`src/rtl/cam_pkg.sv`:
```
`default_nettype none
// ============================================================================
// Module      : cam_pkg
// Description : Shared types and one-hot encoder for the LRU CAM.
// Revision    : 1.0 - initial release
// ============================================================================
package cam_pkg;

    localparam int c_max_entries = 256;
    localparam int c_idx_w       = 8;

    typedef logic [c_idx_w-1:0] cam_idx_t;
    typedef logic [c_idx_w-1:0] cam_age_t;

    localparam cam_age_t CAM_AGE_MRU = '0;

    // Callers guarantee at most one bit set, so OR-ing indices is exact.
    function automatic cam_idx_t oh_to_idx(input logic [c_max_entries-1:0] oh);
        cam_idx_t idx;
        idx = '0;
        for (int i = 0; i < c_max_entries; i++) begin
            if (oh[i]) idx = idx | cam_idx_t'(i);
        end
        return idx;
    endfunction

endpackage
`default_nettype wire

```
`src/rtl/lru_age_tracker.sv`:
```
`default_nettype none
// ============================================================================
// Module      : lru_age_tracker
// Description : Per-slot LRU ages with two ordered touches and victim output.
// Revision    : 1.0 - initial release
// ============================================================================
module lru_age_tracker
    import cam_pkg::*;
#(
    parameter int NUM_ENTRIES = 4,
    parameter int INDEX_WIDTH = $clog2(NUM_ENTRIES)
) (
    input  logic                   clk,
    input  logic                   reset,
    input  logic                   flush_en,
    input  logic                   touch_a_en,
    input  logic [INDEX_WIDTH-1:0] touch_a_idx,
    input  logic                   touch_b_en,
    input  logic [INDEX_WIDTH-1:0] touch_b_idx,
    output logic [INDEX_WIDTH-1:0] victim_idx
);

    localparam logic [INDEX_WIDTH-1:0] c_age_lru = INDEX_WIDTH'(NUM_ENTRIES - 1);

    logic [INDEX_WIDTH-1:0] r_age   [NUM_ENTRIES];
    logic [INDEX_WIDTH-1:0] w_age_a [NUM_ENTRIES];
    logic [INDEX_WIDTH-1:0] w_age_b [NUM_ENTRIES];
    logic [INDEX_WIDTH-1:0] w_ref_a;
    logic [INDEX_WIDTH-1:0] w_ref_b;
    logic [NUM_ENTRIES-1:0] w_oldest_oh;

    // Lookup touch first, then the update touch on top of its result.
    always_comb begin
        w_age_a = r_age;
        w_ref_a = r_age[touch_a_idx];
        if (touch_a_en) begin
            for (int i = 0; i < NUM_ENTRIES; i++) begin
                if (r_age[i] < w_ref_a) w_age_a[i] = r_age[i] + INDEX_WIDTH'(1);
            end
            w_age_a[touch_a_idx] = CAM_AGE_MRU[INDEX_WIDTH-1:0];
        end
        w_age_b = w_age_a;
        w_ref_b = w_age_a[touch_b_idx];
        if (touch_b_en) begin
            for (int i = 0; i < NUM_ENTRIES; i++) begin
                if (w_age_a[i] < w_ref_b) w_age_b[i] = w_age_a[i] + INDEX_WIDTH'(1);
            end
            w_age_b[touch_b_idx] = CAM_AGE_MRU[INDEX_WIDTH-1:0];
        end
    end

    always_comb begin
        w_oldest_oh = '0;
        for (int i = 0; i < NUM_ENTRIES; i++) begin
            w_oldest_oh[i] = (r_age[i] == c_age_lru);
        end
        victim_idx = INDEX_WIDTH'(oh_to_idx(c_max_entries'(w_oldest_oh)));
    end

    always_ff @(posedge clk) begin
        if (reset || flush_en) begin
            for (int i = 0; i < NUM_ENTRIES; i++) r_age[i] <= INDEX_WIDTH'(i);
        end else begin
            r_age <= w_age_b;
        end
    end

endmodule
`default_nettype wire

```
`src/rtl/lru_cam.sv`:
```
`default_nettype none
// ============================================================================
// Module      : lru_cam
// Description : CAM with registered lookup, auto slot allocation and LRU evict.
//               Define LRU_CAM_BYPASS_EN to let a lookup see a same-cycle update.
// Revision    : 1.0 - initial release
// ============================================================================
module lru_cam
    import cam_pkg::*;
#(
    parameter int NUM_ENTRIES = 4,
    parameter int KEY_WIDTH   = 32,
    parameter int INDEX_WIDTH = $clog2(NUM_ENTRIES)
) (
    input  logic                   clk,
    input  logic                   reset,
    input  logic                   lookup_en,
    input  logic [KEY_WIDTH-1:0]   lookup_key,
    output logic                   lookup_hit,
    output logic [INDEX_WIDTH-1:0] lookup_idx,
    input  logic                   update_en,
    input  logic                   update_valid,
    input  logic [KEY_WIDTH-1:0]   update_key,
    output logic [INDEX_WIDTH-1:0] update_idx,
    output logic                   update_found,
    output logic                   update_evict,
    output logic [KEY_WIDTH-1:0]   update_evict_key,
    input  logic                   flush_en
);

    logic [NUM_ENTRIES-1:0] r_valid;
    logic [KEY_WIDTH-1:0]   r_key [NUM_ENTRIES];

    logic [NUM_ENTRIES-1:0] w_lk_match;
    logic [NUM_ENTRIES-1:0] w_up_match;
    logic [NUM_ENTRIES-1:0] w_free;
    logic [NUM_ENTRIES-1:0] w_free_oh;
    logic                   w_any_free;
    logic                   w_up_found;
    logic [INDEX_WIDTH-1:0] w_up_match_idx;
    logic [INDEX_WIDTH-1:0] w_free_idx;
    logic [INDEX_WIDTH-1:0] w_victim_idx;
    logic [INDEX_WIDTH-1:0] w_ins_idx;
    logic                   w_do_update;
    logic                   w_insert;
    logic                   w_invalidate;
    logic                   w_evict;
    logic [KEY_WIDTH-1:0]   w_evict_key;
    logic [INDEX_WIDTH-1:0] w_upd_idx;
    logic                   w_lk_hit;
    logic [INDEX_WIDTH-1:0] w_lk_idx;

    always_comb begin
        w_lk_match = '0;
        w_up_match = '0;
        for (int i = 0; i < NUM_ENTRIES; i++) begin
            w_lk_match[i] = r_valid[i] && (r_key[i] == lookup_key);
            w_up_match[i] = r_valid[i] && (r_key[i] == update_key);
        end
    end

    // Lowest invalid slot: isolate the least-significant set bit.
    assign w_free         = ~r_valid;
    assign w_free_oh      = w_free & (~w_free + NUM_ENTRIES'(1));
    assign w_any_free     = |w_free;
    assign w_free_idx     = INDEX_WIDTH'(oh_to_idx(c_max_entries'(w_free_oh)));
    assign w_up_found     = |w_up_match;
    assign w_up_match_idx = INDEX_WIDTH'(oh_to_idx(c_max_entries'(w_up_match)));

    assign w_do_update  = update_en && !flush_en;
    assign w_insert     = w_do_update && update_valid;
    assign w_invalidate = w_do_update && !update_valid;

    assign w_ins_idx   = w_up_found ? w_up_match_idx :
                         w_any_free ? w_free_idx : w_victim_idx;
    assign w_evict     = w_insert && !w_up_found && !w_any_free;
    assign w_evict_key = w_evict ? r_key[w_victim_idx] : '0;
    assign w_upd_idx   = w_insert                    ? w_ins_idx :
                         (w_invalidate && w_up_found) ? w_up_match_idx : '0;

    always_comb begin
        w_lk_hit = lookup_en && (|w_lk_match);
        w_lk_idx = w_lk_hit ? INDEX_WIDTH'(oh_to_idx(c_max_entries'(w_lk_match))) : '0;
`ifdef LRU_CAM_BYPASS_EN
        if (lookup_en && w_do_update && (lookup_key == update_key)) begin
            w_lk_hit = update_valid;
            w_lk_idx = update_valid ? w_ins_idx : '0;
        end
`endif
    end

    lru_age_tracker #(
        .NUM_ENTRIES (NUM_ENTRIES),
        .INDEX_WIDTH (INDEX_WIDTH)
    ) u_age (
        .clk         (clk),
        .reset       (reset),
        .flush_en    (flush_en),
        .touch_a_en  (w_lk_hit),
        .touch_a_idx (w_lk_idx),
        .touch_b_en  (w_insert),
        .touch_b_idx (w_ins_idx),
        .victim_idx  (w_victim_idx)
    );

    always_ff @(posedge clk) begin
        if (reset) begin
            r_valid          <= '0;
            for (int i = 0; i < NUM_ENTRIES; i++) r_key[i] <= '0;
            lookup_hit       <= 1'b0;
            lookup_idx       <= '0;
            update_idx       <= '0;
            update_found     <= 1'b0;
            update_evict     <= 1'b0;
            update_evict_key <= '0;
        end else begin
            lookup_hit       <= w_lk_hit;
            lookup_idx       <= w_lk_idx;
            update_idx       <= w_upd_idx;
            update_found     <= w_do_update && w_up_found;
            update_evict     <= w_evict;
            update_evict_key <= w_evict_key;
            if (flush_en) begin
                r_valid <= '0;
            end else if (w_insert) begin
                r_valid[w_ins_idx] <= 1'b1;
                r_key[w_ins_idx]   <= update_key;
            end else if (w_invalidate && w_up_found) begin
                r_valid[w_up_match_idx] <= 1'b0;
            end
        end
    end

`ifdef SIMULATION
    always_ff @(posedge clk) begin
        if (!reset) begin
            for (int i = 0; i < NUM_ENTRIES; i++) begin
                for (int j = i + 1; j < NUM_ENTRIES; j++) begin
                    if (r_valid[i] && r_valid[j] && (r_key[i] == r_key[j]))
                        $error("lru_cam: duplicate valid key in slots %0d and %0d", i, j);
                end
            end
        end
    end
`endif

endmodule
`default_nettype wire
```
`config.mk`:
```
export PLATFORM = sky130hd
export DESIGN_NAME = lru_cam
export DESIGN_NICKNAME = d
export VERILOG_FILES = /design/src/rtl/cam_pkg.sv /design/src/rtl/lru_age_tracker.sv /design/src/rtl/lru_cam.sv
export SDC_FILE = /design/constraint.sdc
export NUM_CORES = 1
export LEC_CHECK = 0
export CAP_MARGIN = 20
export CORE_MARGIN = 1.5
export CORE_UTILIZATION = 55
export CTS_CLUSTER_SIZE = 30
export DETAILED_ROUTE_END_ITERATION = 8
export PLACE_DENSITY_LB_ADDON = 0.3
export RECOVER_POWER = 100
export SLEW_MARGIN = 10
export SYNTH_ARGS = -nofsm -noshare
export SYNTH_HDL_FRONTEND = slang
export SYNTH_SLANG_ARGS = --single-unit
```
`constraint.sdc`:
```
create_clock -name clk -period 8.7 [get_ports clk]
set_input_delay 1.305 -clock clk [delete_from_list [all_inputs] [get_ports clk]]
set_output_delay 1.305 -clock clk [all_outputs]
set_load 0.005 [all_outputs]
```
==> flow_summary_export.csv <==
group,metric,value,unit
sta,hold_slack,0.612,ns
floorplan,io_pins,109,
synth,syn_nets,1253,
power_and_ir_drop,ir_worst_vdd,0.135,mV
power_and_ir_drop,p_int,0.00143,W
clock_tree,cts_tree,"done",
setup_path,r2r-end,"u_age.r_age[0]",
routing,wl_per_cell,27.9,um
final_layout,mostFrequentLayoutCells,"xor2_1 (195), nor2_1 (129), edfxtp_1 (128)",
setup_path,crit_start,"lookup_key[12]",
clock_tree,clk_pin_slew_worst_paths,0.08,ns
setup_path,path_cells,"dlygate4sd3_1, xor2_1, or4_1, nor4_1, and4_1, nor4b_1, a21oi_1, nand2_1, a21oi_1, ha_1, nor3b_1, o311ai_0, o21ai_0, mux2i_1, mux2_1, ha_1, o41ai_1, a22o_1, a41oi_1",
setup_path,critPathBufInv,1,
routing,vias,9735,
clock_tree,cts_hold_buf,0,
power_and_ir_drop,p_sw,0.000620,W
final_layout,fin_nets,1313,
synth,netlist.area_leader.share,34.2,%
clock_tree,ctsResizeCount,0,
final_layout,antenna_cells,0,
synth,avgSynthCellArea,9.59,um2
clock_tree,cts.sinks,179,
final_layout,seqCellArea,4860,um2
routing,drt-vias-per-instance,6.43,
sta,fmax,142,MHz
clock_tree,postCtsSetupBuffers,0,
sta,worstMarginPinSlew,3.16,ns
synth,synth_edf_count,128,
clock_tree,numCtsBuffers,17,
final_layout,area_growth,15.4,%
power_and_ir_drop,p_leak,4.84,nW
setup_path,crit_path_max_fanout,4,
synth,synth_top_area_cell,"edfxtp_1",
routing,drt_iter0_markers,1114,
setup_path,crit_family,"simple AND/OR/NAND/NOR gates",
run_status,violations,"max-capacitance violations, max-slew violations",
routing,wl,42200,um
setup_path,critPathRequiredTime,9.01,ns
place,io_buffers,108,
place,place_inst,1483,
final_layout,drive_above_1_share,4.66,%
setup_path,crit_type,"in2reg",
clock_tree,cts_root_buf,"clkbuf_16",
power_and_ir_drop,p_comb_share,14.3,%
global_route,grt_max_degree,65,
sta,grt_setup_unrepaired,"no",
sta,finalCritPeriodShare,80.9,%
synth,synth-seq-cells,179,
final_layout,fillCellCount,1675,
final_layout,mostFrequentLayoutCell,"xor2_1",
place,hpwl,32000,um
global_route,grt_antenna_before_repair,2,
clock_tree,clk_path_buf_depth,2,
clock_tree,ctsHtreeMaxLevel,4,
setup_path,arrival,7.35,ns
setup_path,crit_slowest_cell,"nor4b_1",
global_route,gr-total-overflow,0,
sta,drv_slew,272,
sta,setup-tns-final,0,ns
power_and_ir_drop,powerDensity,158,nW/um2
floorplan,core_area,20100,um2
final_layout,stdcell_count,1515,
power_and_ir_drop,p_sw_share,30.3,%
global_route,grt_pass1_wl,61400,um
setup_path,path_depth,19,
clock_tree,clk_latency,0.45,ns
synth,ys_async_sr_fraction,0,%
synth,yosysSeqAreaShare,43.3,%
setup_path,endpoint,"u_age.r_age[0]",
synth,ys_warn_count,0,
global_route,grt_pass1_vias,9395,
synth,synth_area_leaders,"edfxtp_1 (34%), xor2_1 (15%), dfxtp_1 (9.1%), xnor2_1 (4.8%), nor2_1 (4.4%)",
synth,syn_inst,1172,
run_status,outcome,"finished with violations",
floorplan,dieArea,21300,um2
synth,synth_flop_cell,"edfxtp_1",
sta,hold_viol_final,0,
setup_path,r2r_setup_slack,2.65,ns
sta,maxSlewHeadroom,-110,%
floorplan,die_w,146,um
min_path,hp-class,"reg2reg",
sta,fin_skew,0.0126,ns
setup_path,cp-end-kind,"register",
global_route,grt_util_all_layers,40.1,%
setup_path,r2r_cells,18,
power_and_ir_drop,pwr-share-clk,37.5,%
setup_path,slowest_delay,0.64,ns
power_and_ir_drop,seq_power_share,48.2,%
place,finalWeightedCongestion,1.10,
floorplan,die_height,146,um
final_layout,multi_input_area,5920,um2
job,drv_cap,8,
sta,min_period,7.04,ns
setup_path,worst_setup_path_start_kind,"input pin",
sta,finalSetupViolCount,0,
synth,ys_types,71,
setup_path,r2r_start,"r_key[2][12]",
routing,drc,0,
routing,ant_nets,0,
routing,first_pass_iters,5,
floorplan,fp-row-count,52,
synth,syn_area,11200,um2
floorplan,start_util,55.9,%
[kinds of logic after synthesis]
family	after synthesis	synth area share [%]
buffers and inverters	115	3.95
and+or+nand+nor	453	21.4
DFF	179	43.3
muxes	4	0.368
adders and majority gates	11	1.23
xor gates and xnor gates	257	20.1
AOI/OAI and AO/OA	153	9.61
[worst register-to-register path, stage by stage (launching register included)]
cell and delay (ns):
edfxtp_1 0.48, xor2_1 0.26, or4_1 0.58, nor4_1 0.54, and4_1 0.35, nor4b_1 0.64, a21oi_1 0.16, nand2_1 0.09
a21oi_1 0.09, ha_1 0.33, nor3b_1 0.25, o311ai_0 0.20, o21ai_0 0.46, mux2i_1 0.13, mux2_1 0.38, ha_1 0.33
o41ai_1 0.42, a22o_1 0.20, a41oi_1 0.04
[metrics by stage]
stage / power (W) / util (%) / setup WS, ns / area, um2
after CTS: 0.00203 / 64.7 / 1.94 / 13000
after global routing: 0.00208 / 64.5 / 1.30 / 13000
after floorplan: 0.00114 / - / 3.07 / 11200
after detailed placement: 0.00128 / 61.9 / 1.50 / 12400
after global placement: 0.00129 / 61.9 / 1.71 / 12400
final: 0.00205 / 64.5 / 1.66 / 13000
[how the worst min path moves through the flow]
stage                    start  slack [ns]         end  cells after the start
finish              r_valid[1]        0.61  r_valid[1]                      2
global route        r_valid[3]        0.63  r_valid[3]                      2
CTS                 r_valid[1]        0.60  r_valid[1]                      2
detailed placement  r_valid[3]        0.58  r_valid[3]                      2
floorplan           r_valid[3]        0.49  r_valid[3]                      2
global placement    r_valid[3]        0.58  r_valid[3]                      2
[layout make-up]
cell class	instances	area share, %
Clock inverter	14	1.04
Clock buffer	18	3.31
Inverter	38	1.10
Multi-Input combinational cell	878	45.7
Sequential cell	179	37.5
Timing Repair Buffer	118	8.74
Tap cell	270	2.61
[cells in the mapped netlist, types with 11 or more instances]
cell type    n
nand2b_1    11
inv_1       38
xor2_1     195
edfxtp_1   128
nand3_1     21
nor3_1      19
nor4_1      65
ha_1        11
nand4_1     20
nand2_1     98
a311oi_1    32
xnor2_1     61
dfxtp_1     51
clkbuf_1    70
a211oi_1    33
nor2b_1     35
o21ai_0     45
nor2_1     131
[power by group through the flow]
stage	combinational [W]	sequential, W	clock (W)
6_report	0.000293	0.000986	0.000767
5_1_grt	0.000303	0.000988	0.000792
4_1_cts	0.000286	0.000982	0.000763
3_5_place_dp	0.000283	0.00100	0
3_3_place_gp	0.000286	0.00100	0
2_1_floorplan	0.000154	0.000986	0
[sequential cells by signal, indices dropped and copies added (netlist names)]
register,cells
update_idx,2
lookup_hit,1
lookup_idx,2
r_key,128
update_evict,1
update_evict_key,32
u_age.r_age,8
r_valid,4
update_found,1
[routing by layer]
layer / global-route usage [%] / up-vias / routed length [um]
met5: 0 / - / 0
met4: 18.0 / 0 / 1920
met3: 7.49 / 107 / 4040
met2: 64.2 / 569 / 19600
met1: 53.2 / 4776 / 16700
li1: - / 4283 / -
Note: power is estimated with default switching activity, not from simulation.
